===== src/rtl/cocotb_array_pkg.sv =====
// Shared types for the array serializer: entry type and FSM state encoding.
// Latency: n/a (types only).
// Backpressure: n/a (types only).
package cocotb_array_pkg;

    // One array element as seen by the cocotb array tests.
    typedef logic [2:0] test_array_entry_t;

    // Serializer FSM: waiting for a frame, or holding one and emitting beats.
    typedef enum logic {
        IDLE   = 1'b0,
        STREAM = 1'b1
    } ser_state_t;

endpackage


===== src/rtl/cocotb_array_serializer.sv =====
// Captures a whole 2-D frame in one handshake, then streams it one entry per beat.
// Latency: first beat valid the cycle after load; NUM_ROWS*NUM_COLS cycles per frame at full rate.
// Backpressure: out_* held stable while out_ready is low; a new frame loads only on the last accepted beat or in IDLE.
module cocotb_array_serializer
    import cocotb_array_pkg::*;
#(
    parameter int  NUM_ROWS = 3,
    parameter int  NUM_COLS = 3,
    localparam int ROW_W    = (NUM_ROWS > 1) ? $clog2(NUM_ROWS) : 1,
    localparam int COL_W    = (NUM_COLS > 1) ? $clog2(NUM_COLS) : 1
) (
    input  logic              clk,
    input  logic              reset,
    input  logic              in_valid,
    output logic              in_ready,
    input  logic              in_col_major,
    input  test_array_entry_t in_arr_unpacked_unpacked [NUM_ROWS-1:0][NUM_COLS-1:0],
    output logic              out_valid,
    input  logic              out_ready,
    output test_array_entry_t out_entry,
    output logic [ROW_W-1:0]  out_row,
    output logic [COL_W-1:0]  out_col,
    output logic              out_first,
    output logic              out_last,
    output test_array_entry_t out_parity,
    output logic              busy
);

    localparam logic [ROW_W-1:0] ROW_LAST = ROW_W'(NUM_ROWS - 1);
    localparam logic [COL_W-1:0] COL_LAST = COL_W'(NUM_COLS - 1);

    ser_state_t        state_q, state_d;
    test_array_entry_t mem_q [NUM_ROWS-1:0][NUM_COLS-1:0];
    test_array_entry_t mem_d [NUM_ROWS-1:0][NUM_COLS-1:0];
    logic              col_major_q, col_major_d;
    logic [ROW_W-1:0]  row_q, row_d;
    logic [COL_W-1:0]  col_q, col_d;
    test_array_entry_t acc_q, acc_d;
    logic              beat_acc;
    logic              load;

    // Beat fields and handshake outputs, all derived from registered state (plus out_ready at end of frame).
    always_comb begin
        out_valid  = (state_q == STREAM);
        busy       = out_valid;
        out_entry  = mem_q[row_q][col_q];
        out_parity = acc_q ^ out_entry;
        out_row    = row_q;
        out_col    = col_q;
        out_first  = out_valid && (acc_q == '0) && (row_q == '0) && (col_q == '0);
        out_last   = out_valid && (row_q == ROW_LAST) && (col_q == COL_LAST);
        in_ready   = (state_q == IDLE) || (out_valid && out_ready && out_last);
    end

    // Next state: load a frame, advance indices on accepted beats, return to IDLE after the last beat.
    always_comb begin
        beat_acc    = out_valid && out_ready;
        load        = in_valid && in_ready;
        state_d     = state_q;
        mem_d       = mem_q;
        col_major_d = col_major_q;
        row_d       = row_q;
        col_d       = col_q;
        acc_d       = acc_q;
        if (load) begin
            // Covers both IDLE loads and the same-cycle reload on the last beat.
            state_d     = STREAM;
            mem_d       = in_arr_unpacked_unpacked;
            col_major_d = in_col_major;
            row_d       = '0;
            col_d       = '0;
            acc_d       = '0;
        end else if (beat_acc) begin
            acc_d = out_parity;
            if (out_last) begin
                // Park indices and accumulator at zero so IDLE looks like post-reset.
                state_d = IDLE;
                row_d   = '0;
                col_d   = '0;
                acc_d   = '0;
            end else if (col_major_q) begin
                if (row_q == ROW_LAST) begin
                    row_d = '0;
                    col_d = col_q + 1'b1;
                end else begin
                    row_d = row_q + 1'b1;
                end
            end else begin
                if (col_q == COL_LAST) begin
                    col_d = '0;
                    row_d = row_q + 1'b1;
                end else begin
                    col_d = col_q + 1'b1;
                end
            end
        end
    end

    // FSM, frame storage, indices and parity accumulator; reset discards any partial frame.
    always_ff @(posedge clk or posedge reset) begin
        if (reset) begin
            state_q     <= IDLE;
            col_major_q <= 1'b0;
            row_q       <= '0;
            col_q       <= '0;
            acc_q       <= '0;
            for (int r = 0; r < NUM_ROWS; r++) begin
                for (int c = 0; c < NUM_COLS; c++) begin
                    mem_q[r][c] <= '0;
                end
            end
        end else begin
            state_q     <= state_d;
            col_major_q <= col_major_d;
            row_q       <= row_d;
            col_q       <= col_d;
            acc_q       <= acc_d;
            mem_q       <= mem_d;
        end
    end

endmodule


===== config.mk =====
export PLATFORM = sky130hd
export DESIGN_NAME = cocotb_array_serializer
export DESIGN_NICKNAME = d
export VERILOG_FILES = /design/src/rtl/cocotb_array_pkg.sv /design/src/rtl/cocotb_array_serializer.sv
export SDC_FILE = /design/constraint.sdc
export NUM_CORES = 1
export LEC_CHECK = 0
export CAP_MARGIN = 20
export CELL_PAD_IN_SITES_DETAIL_PLACEMENT = 1
export CELL_PAD_IN_SITES_GLOBAL_PLACEMENT = 1
export CORE_MARGIN = 5
export CORE_UTILIZATION = 42
export DETAILED_ROUTE_END_ITERATION = 6
export HOLD_SLACK_MARGIN = 0.03
export PLACE_DENSITY = 0.85
export SYNTH_ARGS = -nofsm -noshare
export SYNTH_HDL_FRONTEND = slang
export SYNTH_SLANG_ARGS = --single-unit

===== constraint.sdc =====
create_clock -name clk -period 3.2 [get_ports clk]
set_input_delay 0.48 -clock clk [delete_from_list [all_inputs] [get_ports clk]]
set_output_delay 0.48 -clock clk [all_outputs]
set_load 0.005 [all_outputs]

* After elaboration in Yosys (flattened, before gate mapping)
Cells that the tools add are included.
** Operators by class
- Bitwise logic cells :: 2
- Muxes and demuxes :: 22
- Equality and inequality tests :: 3
- Reductions and logical operators :: 18
- Add/subtract/negate cells :: 2
- Order comparisons :: 2
** Operators by type and width (count)
- $mux W2 :: 12
- $bmux W9 S2 :: 1
- $mux W3 :: 4
- $mux W9 :: 1
- $logic_and A1 B1 Y1 :: 8
- $bmux W3 S2 :: 1
- $lt A2 B3 Y1 const B :: 2
- $reduce_and A2 Y1 :: 3
- $add A2 B1 Y2 const B :: 2
- $eq A2 B2 Y1 const B :: 2
- $logic_not A2 Y1 :: 2
- $ne A4 B2 Y1 const B :: 1
- $reduce_bool A2 Y1 :: 2
- $reduce_bool A4 Y1 :: 1
- $logic_not A3 Y1 :: 1
- $mux W1 :: 3
- $xor A3 B3 Y3 :: 1
- $logic_or A1 B1 Y1 :: 1
- $not A1 Y1 :: 1
** Storage, ports and cells
- Bits in registers :: 36
- Bits of input ports :: 32

* Depth between registers and ports, before layout
Gate-level depths: netlist of run 1.
- Word-level depth :: 8
- Mapped depth :: 7

* Least setup slack after synthesis of run 1
Ideal clock, no wire load.
- Kind :: register to output
- Start :: reg row_q[0] (netlist: out_row[0])
- End :: out out_parity[2]
- Setup slack :: 1.281 ns
- Required time :: 2.720 ns
- Buffers on the path :: 1
- Cell stages (with the launch flop) :: 6
- Data arrival time :: 1.439 ns
- Path through :: dfrtp_1 buf_6 mux2_4 a32o_1 nor4_4 xnor2_1
** On the way
- Word-level cells in the longest chain between the ends :: 5
** RTL lines
- start: declaration :: line cocotb_array_serializer.sv:36 : logic [ROW_W-1:0] row_q, row_d;
- start signal: assignment :: line cocotb_array_serializer.sv:115 : row_q <= row_d;
- $bmux W9 S2 :: line cocotb_array_serializer.sv:46 : out_entry = mem_q[row_q][col_q];
- $mux W9 (implied by the code) :: line cocotb_array_serializer.sv:46
- $bmux W3 S2 :: line cocotb_array_serializer.sv:46
- $mux W3 (implied by the code) :: line cocotb_array_serializer.sv:46
- $xor A3 B3 Y3 :: line cocotb_array_serializer.sv:47 : out_parity = acc_q ^ out_entry;
- end: declaration :: line cocotb_array_serializer.sv:25 : output test_array_entry_t out_parity,
Every way passes these cells. The select of a mux whose other input is x is not followed.

* Final worst setup path of run 1
Same ends and word-level chain as after synthesis.

==> flow_metrics.env, run 1 <==
export IMPL_drive_gt1_frac=0.2244
export IMPL_place_hpwl_um=3583
export IMPL_detailroute_wirelength_met2_um=2308
export IMPL_route_layer_met1_wl_um=2005
export IMPL_critical_path_endpoint_type="output pin"
export IMPL_core_area_um2=4661
export IMPL_worst_slew_pin_transition_ns=0.5510
export IMPL_rsz0062_at_grt="no"
export IMPL_clock_skew_final_ns=0.002950
export IMPL_relSlewSlack=0.6327
export IMPL_cp_num_buf_inv=1
export IMPL_ant_nets=0
export IMPL_synth_yosys_seq_area_share=0.4548
export IMPL_detail_route_wl_per_cell_um=18.09
export IMPL_track_usage=0.1609
export IMPL_p_per_area_nw_per_um2=932.2
export IMPL_detailroute_wirelength_met3_um=262
export IMPL_via_count=1370
export IMPL_grt_pass1_vias=1553
export IMPL_clock_period_minus_final_worst_setup_slack_ns=2.992
export IMPL_setup_worst_path_start_class="flip-flop"
export IMPL_clock_tree_root_cell="sky130_fd_sc_hd__clkbuf_8"
export IMPL_die_width_um=78.67
export IMPL_postSynthAreaPerCell_um2=12.54
export IMPL_filler_cell_count=495
export IMPL_synth_warnings=0
export IMPL_cp_arrival_ns=2.51
export IMPL_power_leakage_nw=1.144
export IMPL_vdd_ir_drop_worst_mv=0.3652
export IMPL_cts_post_setup_buffers_inserted=0
export IMPL_fp_dieH_um=78.67
export IMPL_place_detailed_instances=252
export IMPL_initial_utilization=0.4250
export IMPL_synthDominantCellAreaShare=0.4548
export IMPL_final_core_util=0.5396
export IMPL_antenna_cells=0
export IMPL_hold_slack_ns=0.5182
export IMPL_crit_path_top_delay_cell="sky130_fd_sc_hd__dfrtp_1"
export IMPL_maxUsedRoutingLayer="met4"
export IMPL_post_route_drc_count=0
export IMPL_route_final_wire_length_um=4685
export IMPL_run_status="complete, no violations"
export IMPL_worstSetupPathType="flip-flop to output pin"
export IMPL_drt_pass1_iter_count=4
export IMPL_cell_types_occupying_the_most_area_after_synthesis="sky130_fd_sc_hd__dfrtp_1 45%, sky130_fd_sc_hd__mux2_4 16%, sky130_fd_sc_hd__mux2_2 4.5%"
export IMPL_timing_final_crit_share=0.9349
export IMPL_io_buffer_count=46
export IMPL_vias_per_cell=5.290
export IMPL_max_clock_freq_mhz=334.3
export IMPL_delay_of_the_slowest_cell_on_the_worst_path_ns=0.65
export IMPL_clock_sink_count=36
export IMPL_max_clock_path_buffers=2
export IMPL_nNetsFinal=237
export IMPL_wire_length_of_the_first_global_routing_pass_um=7617
export IMPL_gate_count_post_synth=158
export IMPL_cts_tree="done"
export IMPL_synth_lib_cells_used_distinct=40
export IMPL_post_synth_instance_area_um2=1981
export IMPL_synth_net_count=190
export IMPL_h_tree_level_count=2
export IMPL_areaGrowthSynthToFinish_pct=26.97
export IMPL_post_route_insts_no_fill=259
export IMPL_antenna_found_initial=0
export IMPL_clk_transition_reported_paths_ns=0.07
export IMPL_number_of_hold_violations_in_the_final_report=0
export IMPL_top_level_ports=47
export IMPL_grt_start_max_net_pins=37
export IMPL_gr_total_overflow=0
export IMPL_totalNegativeSetupSlack_ns=0
export IMPL_count_of_routing_violations_after_the_opening_detailed_route_iteration=60
export IMPL_fp_row_count=25
export IMPL_postSynthRegisterBits=36
export IMPL_final_setup_viol_count=0
export IMPL_post_cts_resize_count=0
export IMPL_worst_skew_pair_late_latency_ns=0.29
export IMPL_peak_fanout_along_the_critical_path=11
export IMPL_timing_max_cap_violations=0
export IMPL_hold_class="flip-flop to flip-flop"
export IMPL_holdBufCountCts=0
export IMPL_slew_violations=0
export IMPL_dieArea_um2=6189
export IMPL_critical_path_top_delay_family="flip-flops"
export IMPL_gpl_final_weighted_congestion=0.7910
export IMPL_netlist_top_cell_by_area="sky130_fd_sc_hd__dfrtp_1"
export IMPL_worstPathCellList="mux2_4 > a32o_1 > nor4_4 > xnor2_1 > clkdlybuf4s50_1"
export IMPL_critPathRequiredTime_ns=2.72
export IMPL_numCtsBuffers=5
==> cells in the mapped netlist (all sizes together) <==
cell type and count:
nor3 3, and2 1, or3 1, o2bb2ai 2
o21ai 5, a32o 1, and4bb 1, a21boi 1
and4b 1, buf 7, a21o 2, xnor2 3
o32ai 2, nor4 2, dfrtp 36, nand3b 4
nor2 10, nand2 10, nand3 2, mux2 29
nor2b 3, a2bb2oi 2, a22o 2, or2b 1
or2 2, o221ai 2, inv 8, mux2i 8
a21oi 4, nand2b 2, clkbuf 1
==> routing by layer <==
metal	up-vias	global-route usage
li1	654	-
met1	663	0.1958
met2	43	0.2606
met3	10	0.04587
met4	0	0.07692
met5	-	0
==> kinds of logic (layout without fill, tap and decap cells) <==
| kind of cell | count (synthesis) | count (layout) | share of synthesized area |
|---|---|---|---|
| simple gates | 43 | 43 | 0.1384 |
| mux | 37 | 37 | 0.2451 |
| flops | 36 | 36 | 0.4548 |
| compound gates | 23 | 23 | 0.08971 |
| buf+inv | 16 | 63 | 0.05874 |
| xor+xnor | 3 | 3 | 0.01327 |
==> cells in the final DEF, fill, tap and decap left out, types with 3 or more instances in the layout <==
cell type,instances
sky130_fd_sc_hd__dfrtp_1,36
sky130_fd_sc_hd__mux2_2,8
sky130_fd_sc_hd__clkdlybuf4s50_1,46
sky130_fd_sc_hd__o21ai_1,3
sky130_fd_sc_hd__mux2i_1,8
sky130_fd_sc_hd__a21oi_1,4
sky130_fd_sc_hd__xnor2_1,3
sky130_fd_sc_hd__nand3b_1,4
sky130_fd_sc_hd__clkbuf_8,5
sky130_fd_sc_hd__nor2_1,10
sky130_fd_sc_hd__inv_1,8
sky130_fd_sc_hd__nor2b_1,3
sky130_fd_sc_hd__mux2_4,21
sky130_fd_sc_hd__nor3_1,3
sky130_fd_sc_hd__nand2_1,7
==> state kept, by name (all words and copies together), names as in the netlist <==
name / flops
mem_q: 27
acc_q: 3
out_col: 2
out_row: 2
busy: 1
col_major_q: 1
==> metrics by stage <==
stage / cell area, µm² / power, mW / setup slack (ns)
detailed placement: 2437 / 2.058 / 0.5097
global placement: 2437 / 1.985 / 0.5422
finish: 2515 / 2.344 / 0.2082
CTS: 2515 / 2.376 / 0.1798
global route: 2515 / 2.497 / 0.03632
floorplan: 1981 / 1.596 / 1.281
==> cell type report <==
class | instances | area [µm²] | share of cell area
multi-input combinational | 106 | 963.4 | 0.3831
clock buffer | 6 | 72.57 | 0.02886
clock inverter | 1 | 5.005 | 0.001990
sequential | 36 | 900.9 | 0.3582
tap | 54 | 67.56 | 0.02687
timing repair buffer | 48 | 475.5 | 0.1891
inverter | 8 | 30.03 | 0.01194
==> power by group <==
part / total, mW / switching [mW] / internal (mW)
Sequential: 0.907 / 0.239 / 0.669
Clock: 0.305 / 0.157 / 0.148
Combinational: 1.13 / 0.411 / 0.721
Total: 2.34 / 0.807 / 1.54
==> final timing paths <==
kind                       startpoint       endpoint  cells past startpoint  slack (ns)
setup / recovery           out_row[0]  out_parity[2]                      5        0.21
hold / removal               mem_q[6]       mem_q[6]                      1        0.52
setup reg to reg           out_row[0]       mem_q[4]                      6        1.17
hold reg to reg              mem_q[6]       mem_q[6]                      1        0.52
max in group asynchronous       reset       mem_q[0]                      3        2.26
min in group asynchronous       reset       mem_q[1]                      3        0.61
Power figures use the tool's default switching activity.
==> run 2, diff against run 1 <==
--- a/config.mk
+++ b/config.mk
@@ -10,6 +10,7 @@
 export CELL_PAD_IN_SITES_GLOBAL_PLACEMENT = 1
 export CORE_MARGIN = 5
 export CORE_UTILIZATION = 42
+export CTS_BUF_LIST = sky130_fd_sc_hd__clkbuf_8 sky130_fd_sc_hd__clkbuf_16
 export DETAILED_ROUTE_END_ITERATION = 6
 export HOLD_SLACK_MARGIN = 0.03
 export PLACE_DENSITY = 0.85
==> run 2 against run 1 <==
Critical path depth did not move. Design area is the same. Via count did not move. Sequential power is essentially flat. Total power down 0.13%. Hold slack is essentially flat. Core utilization did not move. Maximum frequency did not move. Clock-buffer cell count fell by 1. Sequential cell count unchanged. Combinational power about the same. Critical endpoint unchanged.
==> flow_metrics.env, run 2 (synthesis results as in run 1) <==
export IMPL_cp_arrival_ns=2.51
export IMPL_cp_num_buf_inv=1
export IMPL_layout_common_cells="46 x sky130_fd_sc_hd__clkdlybuf4s50_1, 36 x sky130_fd_sc_hd__dfrtp_1, 21 x sky130_fd_sc_hd__mux2_4"
export IMPL_antenna_cells=0
export IMPL_max_clock_freq_mhz=334.3
export IMPL_path_depth=5
export IMPL_antenna_found_initial=0
export IMPL_h_tree_level_count=2
export IMPL_worst_skew_pair_late_latency_ns=0.29
export IMPL_setup_slack_on_the_worst_flop_to_flop_path_ns=1.17
export IMPL_worst_flop_to_flop_path_startpoint="out_row[0]"
export IMPL_worst_slew_pin_transition_ns=0.5510
export IMPL_slew_violations=0
export IMPL_cts_tree="done"
export IMPL_setup_ws_ns=0.2082
export IMPL_relSlewSlack=0.6327
export IMPL_grt_pass1_vias=1553
export IMPL_critical_path_endpoint_type="output pin"
export IMPL_run_status="complete, no violations"
export IMPL_clock_skew_final_ns=0.003082
export IMPL_die_width_um=78.67
export IMPL_vias_per_cell=5.290
export IMPL_pwr_share_clk=0.129
export IMPL_gr_total_overflow=0
export IMPL_holdBufCountCts=0
export IMPL_layout_cell_area_non_filler_um2=2515
export IMPL_fp_row_count=25
export IMPL_netSwitchingFraction=0.3446
export IMPL_cts_post_setup_buffers_inserted=0
export IMPL_wire_length_of_the_first_global_routing_pass_um=7617
export IMPL_route_final_wire_length_um=4684
export IMPL_seq_power_share=0.387
export IMPL_post_place_ws_ns=0.5097
export IMPL_p_per_area_nw_per_um2=931.0
export IMPL_timing_final_crit_share=0.9349
export IMPL_grt_start_max_net_pins=37
export IMPL_critPathRequiredTime_ns=2.72
export IMPL_place_hpwl_um=3583
export IMPL_rsz0062_at_grt="no"
export IMPL_worstSetupPathType="flip-flop to output pin"
export IMPL_detail_route_wl_per_cell_um=18.08
export IMPL_initial_utilization=0.4250
export IMPL_hold_slack_ns=0.5184
export IMPL_cell_area_after_placement_um2=2437
export IMPL_total_internal_power_mw=1.534
export IMPL_clk_transition_reported_paths_ns=0.07
export IMPL_count_of_routing_violations_after_the_opening_detailed_route_iteration=60
export IMPL_core_area_um2=4661
export IMPL_power_switching_uw=807.0
export IMPL_regMostFlops="mem_q"
export IMPL_crit_path_top_delay_cell="sky130_fd_sc_hd__dfrtp_1"
export IMPL_largest_register_ff_count=27
export IMPL_post_cts_resize_count=0
export IMPL_worstPathCellList="mux2_4 > a32o_1 > nor4_4 > xnor2_1 > clkdlybuf4s50_1"
export IMPL_reg2regPathDepth=6
export IMPL_final_setup_viol_count=0
export IMPL_post_route_insts_no_fill=259
export IMPL_setup_worst_path_start="out_row[0]"
export IMPL_vdd_ir_drop_worst_mv=0.3652
export IMPL_top_level_ports=47
export IMPL_fp_dieH_um=78.67
export IMPL_reg_top3="mem_q x27, acc_q x3"
export IMPL_peak_fanout_along_the_critical_path=11
export IMPL_via_count=1370
export IMPL_clock_tree_root_cell="sky130_fd_sc_hd__clkbuf_8"
export IMPL_ant_nets=0
export IMPL_numCtsBuffers=5
export IMPL_timing_max_cap_violations=0
export IMPL_place_detailed_instances=252
export IMPL_combinationalPowerShare=0.484
export IMPL_areaGrowthSynthToFinish_pct=26.97
export IMPL_power_leakage_nw=1.149
export IMPL_crit_reg2reg_capture="mem_q[4]"
export IMPL_crit_end="out_parity[2]"
export IMPL_track_usage=0.1609
export IMPL_gpl_final_weighted_congestion=0.7910
export IMPL_delay_of_the_slowest_cell_on_the_worst_path_ns=0.65
export IMPL_nNetsFinal=237
export IMPL_post_route_drc_count=0
export IMPL_io_buffer_count=46
export IMPL_totalNegativeSetupSlack_ns=0
export IMPL_drt_pass1_iter_count=4
export IMPL_dieArea_um2=6189
export IMPL_clock_sink_count=36
export IMPL_setup_worst_path_start_class="flip-flop"
export IMPL_drive_gt1_frac=0.2244
export IMPL_hold_class="flip-flop to flip-flop"
export IMPL_max_clock_path_buffers=2
export IMPL_number_of_hold_violations_in_the_final_report=0
export IMPL_clock_period_minus_final_worst_setup_slack_ns=2.992
export IMPL_most_frequent_standard_cell_in_the_layout_excluding_fill_and_tap_cells="sky130_fd_sc_hd__clkdlybuf4s50_1"
export IMPL_critical_path_top_delay_family="flip-flops"
[run 2: cell types whose count changed in the layout (fill, tap and decap cells not counted), sizes merged]
cell / change
clkbuf: -1
inv: +1
[run 2: cell type report]
type / count / area (µm²)
clock buffers: 5 / 68.82
clock inverters: 2 / 8.758
fillers: 495 / 2146
inverters: 8 / 30.03
multi-input cells: 106 / 963.4
flip-flops and latches: 36 / 900.9
well taps: 54 / 67.56
repair buffers: 48 / 475.5
[run 2: through the flow]
stage	util	total power, mW
2_1_floorplan	-	1.596
3_3_place_gp	0.5230	1.985
3_5_place_dp	0.5230	2.058
4_1_cts	0.5396	2.373
5_1_grt	0.5396	2.494
6_report	0.5396	2.341
[run 2: how the worst min path moves through the flow]
stage               depth (start not counted)      start  slack, ns   endpoint
floorplan                                   1   mem_q[0]       0.48   mem_q[0]
global placement                            1  mem_q[16]       0.50  mem_q[16]
detailed placement                          1  mem_q[16]       0.50  mem_q[16]
CTS                                         1  mem_q[12]       0.52  mem_q[12]
global route                                1  mem_q[22]       0.54  mem_q[22]
finish                                      1   mem_q[6]       0.52   mem_q[6]
[run 2: power by group through the flow]
stage          combinational (mW)  clock [mW]  sequential (mW)
2_1_floorplan               0.814           0            0.782
3_3_place_gp                 1.09           0            0.896
3_5_place_dp                 1.14           0            0.916
4_1_cts                      1.15       0.313            0.910
5_1_grt                      1.22       0.331            0.940
6_report                     1.13       0.302            0.907
[run 2: layer usage]
| layer | share of wire | track usage | vias to the layer above |
|---|---|---|---|
| met5 | 0 | 0 | - |
| li1 | - | - | 654 |
| met3 | 0.056 | 0.04587 | 10 |
| met1 | 0.43 | 0.1958 | 663 |
| met4 | 0.023 | 0.07692 | 0 |
| met2 | 0.49 | 0.2606 | 43 |
